File: src/rtl/csa_mul_seq.sv
// csa_mul_seq -- sequential unsigned multiplier built around a 4:2 carry-save
// compressor. Each COMP cycle folds two partial products (radix-4) into a
// redundant 2*WIDTH accumulator (sum_r, carry_r). A single RESOLVE cycle then
// adds the two halves into the registered product.
//
// Ports:
//   clk        clock, rising edge
//   rst        synchronous active-high reset
//   in_valid   operand pair offered
//   in_ready   operands accepted (IDLE only)
//   in_a       multiplicand, unsigned, WIDTH bits
//   in_b       multiplier, unsigned, WIDTH bits
//   out_valid  product available (DONE only)
//   out_ready  consumer takes product
//   out_p      product a*b, 2*WIDTH bits, held until the next RESOLVE
//   busy       high in COMP or RESOLVE
//
// Build option: define CSA_MUL_EARLY_TERM_EN to leave COMP as soon as the
// remaining multiplier bits are all zero. Results are identical either way;
// only latency changes.
module csa_mul_seq #(
  parameter int WIDTH = 32
) (
  input  logic                 clk,
  input  logic                 rst,
  input  logic                 in_valid,
  output logic                 in_ready,
  input  logic [WIDTH-1:0]     in_a,
  input  logic [WIDTH-1:0]     in_b,
  output logic                 out_valid,
  input  logic                 out_ready,
  output logic [2*WIDTH-1:0]   out_p,
  output logic                 busy
);

  localparam int PW    = 2 * WIDTH;
  localparam int STEPS = WIDTH / 2;
  localparam int CNT_W = (STEPS > 1) ? $clog2(STEPS) : 1;
  localparam logic [CNT_W-1:0] LAST = CNT_W'(STEPS - 1);

  typedef enum logic [1:0] {IDLE, COMP, RESOLVE, DONE} state_t;

  state_t           state;
  logic [PW-1:0]    sum_r;
  logic [PW-1:0]    carry_r;
  logic [PW-1:0]    a_sh;     // multiplicand, pre-shifted to the current digit
  logic [WIDTH-1:0] b_sh;     // multiplier, consumed two bits per step
  logic [CNT_W-1:0] cnt;

  logic [PW-1:0]    pp0;
  logic [PW-1:0]    pp1;
  logic [PW-1:0]    nxt_sum;
  logic [PW-1:0]    nxt_carry;
  logic             last_step;

  // 4:2 compressor with zero carry-in. The first full-adder row's carries
  // feed the second row one bit up; anything pushed past the top bit is
  // dropped, which is safe because the final product fits in PW bits.
  function automatic logic [2*PW-1:0] compress42(
    input logic [PW-1:0] x1,
    input logic [PW-1:0] x2,
    input logic [PW-1:0] x3,
    input logic [PW-1:0] x4
  );
    logic [PW-1:0] s1, cout, cin, s, c;
    s1   = x1 ^ x2 ^ x3;
    cout = (x1 & x2) | (x1 & x3) | (x2 & x3);
    cin  = cout << 1;
    s    = s1 ^ x4 ^ cin;
    c    = ((s1 & x4) | (s1 & cin) | (x4 & cin)) << 1;
    return {s, c};
  endfunction

  function automatic logic [PW-1:0] resolve_sum(
    input logic [PW-1:0] s,
    input logic [PW-1:0] c
  );
    return s + c;
  endfunction

  always_comb begin
    pp0 = b_sh[0] ? a_sh : '0;
    pp1 = b_sh[1] ? (a_sh << 1) : '0;
    {nxt_sum, nxt_carry} = compress42(sum_r, carry_r, pp0, pp1);
`ifdef CSA_MUL_EARLY_TERM_EN
    // b_sh[WIDTH-1:2] holds the original multiplier bits above this digit.
    last_step = (cnt == LAST) || (b_sh[WIDTH-1:2] == '0);
`else
    last_step = (cnt == LAST);
`endif
  end

  always_ff @(posedge clk) begin
    if (rst) begin
      state   <= IDLE;
      sum_r   <= '0;
      carry_r <= '0;
      a_sh    <= '0;
      b_sh    <= '0;
      cnt     <= '0;
      out_p   <= '0;
    end else begin
      case (state)
        IDLE: begin
          if (in_valid) begin
            a_sh    <= {{WIDTH{1'b0}}, in_a};
            b_sh    <= in_b;
            sum_r   <= '0;
            carry_r <= '0;
            cnt     <= '0;
            state   <= COMP;
          end
        end
        COMP: begin
          sum_r   <= nxt_sum;
          carry_r <= nxt_carry;
          a_sh    <= a_sh << 2;
          b_sh    <= b_sh >> 2;
          cnt     <= cnt + 1'b1;
          if (last_step) state <= RESOLVE;
        end
        RESOLVE: begin
          out_p <= resolve_sum(sum_r, carry_r);
          state <= DONE;
        end
        DONE: begin
          if (out_ready) state <= IDLE;
        end
        default: state <= IDLE;
      endcase
    end
  end

  assign in_ready  = (state == IDLE);
  assign out_valid = (state == DONE);
  assign busy      = (state == COMP) || (state == RESOLVE);

endmodule

File: config.mk
export PLATFORM = sky130hd
export DESIGN_NAME = csa_mul_seq
export DESIGN_NICKNAME = d
export VERILOG_FILES = /design/src/rtl/csa_mul_seq.sv
export SDC_FILE = /design/constraint.sdc
export NUM_CORES = 1
export LEC_CHECK = 0
export BUFFER_PORTS_ARGS = -buffer_cell sky130_fd_sc_hd__buf_2
export CAP_MARGIN = 40
export CORE_UTILIZATION = 61
export DETAILED_ROUTE_END_ITERATION = 6
export PLACE_DENSITY = 0.92
export SLEW_MARGIN = 20
export SYNTH_ARGS = -nofsm -noshare
export SYNTH_HDL_FRONTEND = slang
export SYNTH_SLANG_ARGS = --single-unit
File: constraint.sdc
create_clock -name clk -period 3.6 [get_ports clk]
set_input_delay 0.18 -clock clk [delete_from_list [all_inputs] [get_ports clk]]
set_output_delay 0.18 -clock clk [all_outputs]
set_load 0.02 [all_outputs]
==> flow_summary.toml <==
[sta]
hold_viol_final = 0
max_freq_mhz = 311
fin_setup_tns_ns = 0
rsz0062_at_grt = "false"
setup_violations = 0
period_share_pct = 89.2
relSlewSlack_pct = 44.3
maxSlewViolCount = 0
tightest_slew_ns = 0.836
layout_min_cycle_time_ns = 3.21
finClkSkew_ns = 0.0253

[placed_design]
gp_congestion = 0.948
dp_cells = 2316
post-dp-hpwl_um = 30800
io_buffers = 134

[synth]
syn_area_per_cell_um2 = 9.01
yosysWarnings = 0
synth_ff_type = "dfxtp_1"
synthCells = 1923
ys_types = 74
syn_area_mm2 = 0.0173
ys_seq_area_share_pct = 33.7
syn_nets = 2183
synth-seq-cells = 292
synth_edf_count = 0
async_flop_share_pct = 0

[power]
peakVddDrop_mv = 0.674
p_per_area_mw_per_mm2 = 547
leakage_nw = 8.57

[clock_network]
ctsHtreeMaxLevel = 1
cts_tree = "yes"
cts_sinks = 292
clock_path_buffers = 3
cts_buffers = 30
root_buffer = "clkbuf_16"
clk_latency_ns = 0.58
path_clk_slew_ns = 0.06
ctsResizeCount = 0

[global_route]
gr-total-overflow = 0
grt_pass1_vias = 15436
gr-max-usage-layer = "met2"
grt_util_met1_pct = 40.9
gr-usage-met2_pct = 53.1
grt_max_degree = 128
grt_usage_pct = 32.2
grt_pass1_wl_um = 76200
antenna_found_initial = 1
grt_use_met3_pct = 4.88

[route]
vias_per_cell = 6.38
drtAntennaViolNets = 0
drt-total-wl_um = 46200
post_drt_wl_per_cell_um = 19.0
num_vias = 15527
dr.pass1.iters = 6
drc_errors = 0
drt-initial-drc-count = 1651

[worst_setup_path]
critPathRequiredTime_ns = 4.10
critical_path_class = "reg2reg"
crit_path_end_kind = "flip-flop"
crit_arrival_ns = 3.71
critPathMaxFanout = 5
cp-start-kind = "flip-flop"

[floorplanning]
die_y_um = 171
placementRows = 61
start_util_pct = 62.2
io_pins = 135
die_area_mm2 = 0.0291
core_area_mm2 = 0.0279
dieWidth_um = 171

[finish]
instances_no_fill = 2435
mostFrequentLayoutCell = "nor2_1"
fillCellCount = 1950
syn_to_final_growth_pct = 14.2
final_cell_mix = "nor2_1 (313), dfxtp_1 (292), a22oi_1 (158)"
drive_gt1_share_pct = 10.9
final_net_count = 2294

[job]
drv_cap = 0

[status]
status = "finished clean"

[worst_hold_path]
min-delay-path-class = "in2reg"
area by class of cell:
type | count | area [µm²] | share of cell area [%]
Antenna cell | 1 | 2.50 | 0.0127
Clock buffer | 45 | 857 | 4.33
Clock inverter | 9 | 131 | 0.664
Inverter | 33 | 124 | 0.626
Multi-Input combinational cell | 1464 | 10900 | 54.9
Sequential cell | 292 | 5850 | 29.6
Tap cell | 378 | 473 | 2.39
Timing Repair Buffer | 213 | 1480 | 7.50
registers in the layout, summed over array words and instances (netlist names):
signal,cells
carry_r,62
sum_r,64
a_sh,64
cnt,4
state,2
out_p,64
b_sh,32
power by group:
part	leakage [nW]	total, mW	switching [mW]	internal (mW)
logic	5.72	3.58	2.41	1.17
clock network	0.486	3.19	1.34	1.85
registers	2.37	4.06	0.405	3.65
per-layer routing:
layer	vias to the layer above	wire (µm)	share of wire [%]
li1	7001	-	-
met1	7533	18400	40
met2	806	21900	47
met3	187	3380	7.3
met4	0	2500	5.4
met5	-	0	0
logic make-up (layout without fill, tap and decap cells):
kind of cell | after synthesis | after routing | share of synthesized area, %
and+or+nand+nor | 692 | 692 | 19.0
xor gates and xnor gates | 45 | 45 | 2.28
DFF | 292 | 292 | 33.7
adders and majority gates | 192 | 192 | 19.2
muxes | 38 | 38 | 2.20
buffers and inverters | 167 | 300 | 3.78
AOI/OAI and AO/OA | 497 | 497 | 19.8
other | 0 | 1 | 0
path summary, 6_finish.rpt:
check | startpoint | end | slack, ns | cells past startpoint
worst min register to register | out_p[41] | out_p[41] | 0.47 | 2
worst min-delay path | out_ready | state[0] | 0.13 | 5
worst max register to register | sum_r[2] | out_p[62] | 0.39 | 12
worst max-delay path | sum_r[2] | out_p[62] | 0.39 | 12
worst max-delay path, cell delays in order, from the launching register on:
cell and delay [ns]:
dfxtp_1 0.39, ha_1 0.24, inv_1 0.07, fa_1 0.40
nand2b_1 0.19, a21o_1 0.20, a21oi_1 0.21, o2111ai_1 0.24
o21a_2 0.31, o21ai_4 0.25, a21oi_2 0.11, or4_1 0.47
nand3_1 0.07
synth_stat cells (3+ instances only):
| master | count | area share, % |
|---|---|---|
| o2111ai_1 | 4 | 0.20 |
| o22ai_1 | 65 | 2.3 |
| ha_1 | 68 | 4.9 |
| or4_1 | 3 | 0.13 |
| nand3b_1 | 3 | 0.13 |
| mux2i_1 | 38 | 2.2 |
| nor2b_1 | 6 | 0.22 |
| a211oi_1 | 12 | 0.52 |
| nand2b_1 | 19 | 0.69 |
| a21oi_1 | 97 | 2.8 |
| a21o_1 | 25 | 1.1 |
| nand4_1 | 18 | 0.65 |
| buf_2 | 7 | 0.20 |
| o21ai_0 | 37 | 1.1 |
| or3_1 | 6 | 0.22 |
| a21oi_2 | 3 | 0.15 |
| xor2_1 | 21 | 1.1 |
| clkbuf_1 | 115 | 2.5 |
| o211ai_1 | 11 | 0.48 |
| dfxtp_1 | 292 | 34 |
| fa_1 | 124 | 14 |
| buf_4 | 5 | 0.22 |
| and2_1 | 128 | 4.6 |
| o21ai_1 | 17 | 0.49 |
| o211a_1 | 4 | 0.23 |
| nand3_1 | 20 | 0.58 |
| buf_1 | 6 | 0.13 |
| nand2_1 | 79 | 1.7 |
| a41oi_1 | 3 | 0.15 |
| nor2_1 | 313 | 6.8 |
| a22oi_1 | 158 | 6.8 |
| nor3b_1 | 8 | 0.35 |
| nor3_1 | 70 | 2.0 |
| o21bai_1 | 12 | 0.52 |
| o21a_1 | 10 | 0.43 |
| o311ai_0 | 3 | 0.15 |
| xnor2_1 | 24 | 1.2 |
| inv_1 | 32 | 0.69 |
| a31oi_1 | 6 | 0.22 |
| and3_1 | 6 | 0.22 |
per-stage QoR:
stage	instance area, µm²	hold WS (ns)	total power [mW]	setup slack, ns	utilization (%)
after floorplan	17300	0.328	6.49	0.833	-
after global placement	18100	0.433	7.30	0.541	65.1
after detailed placement	18100	0.443	7.46	0.468	65.1
after CTS	19800	0.109	10.7	0.419	71.0
after global routing	19800	0.201	11.3	0.257	71.0
final	19800	0.127	10.8	0.389	71.0
timing repair:
item,4_1_cts,5_1_grt
endpoints found under the setup margin,0,0
endpoints found under the hold margin,64,0
hold buffers,64,0
buffers inserted,0,0
No activity file was read; power rests on OpenSTA's default activity.
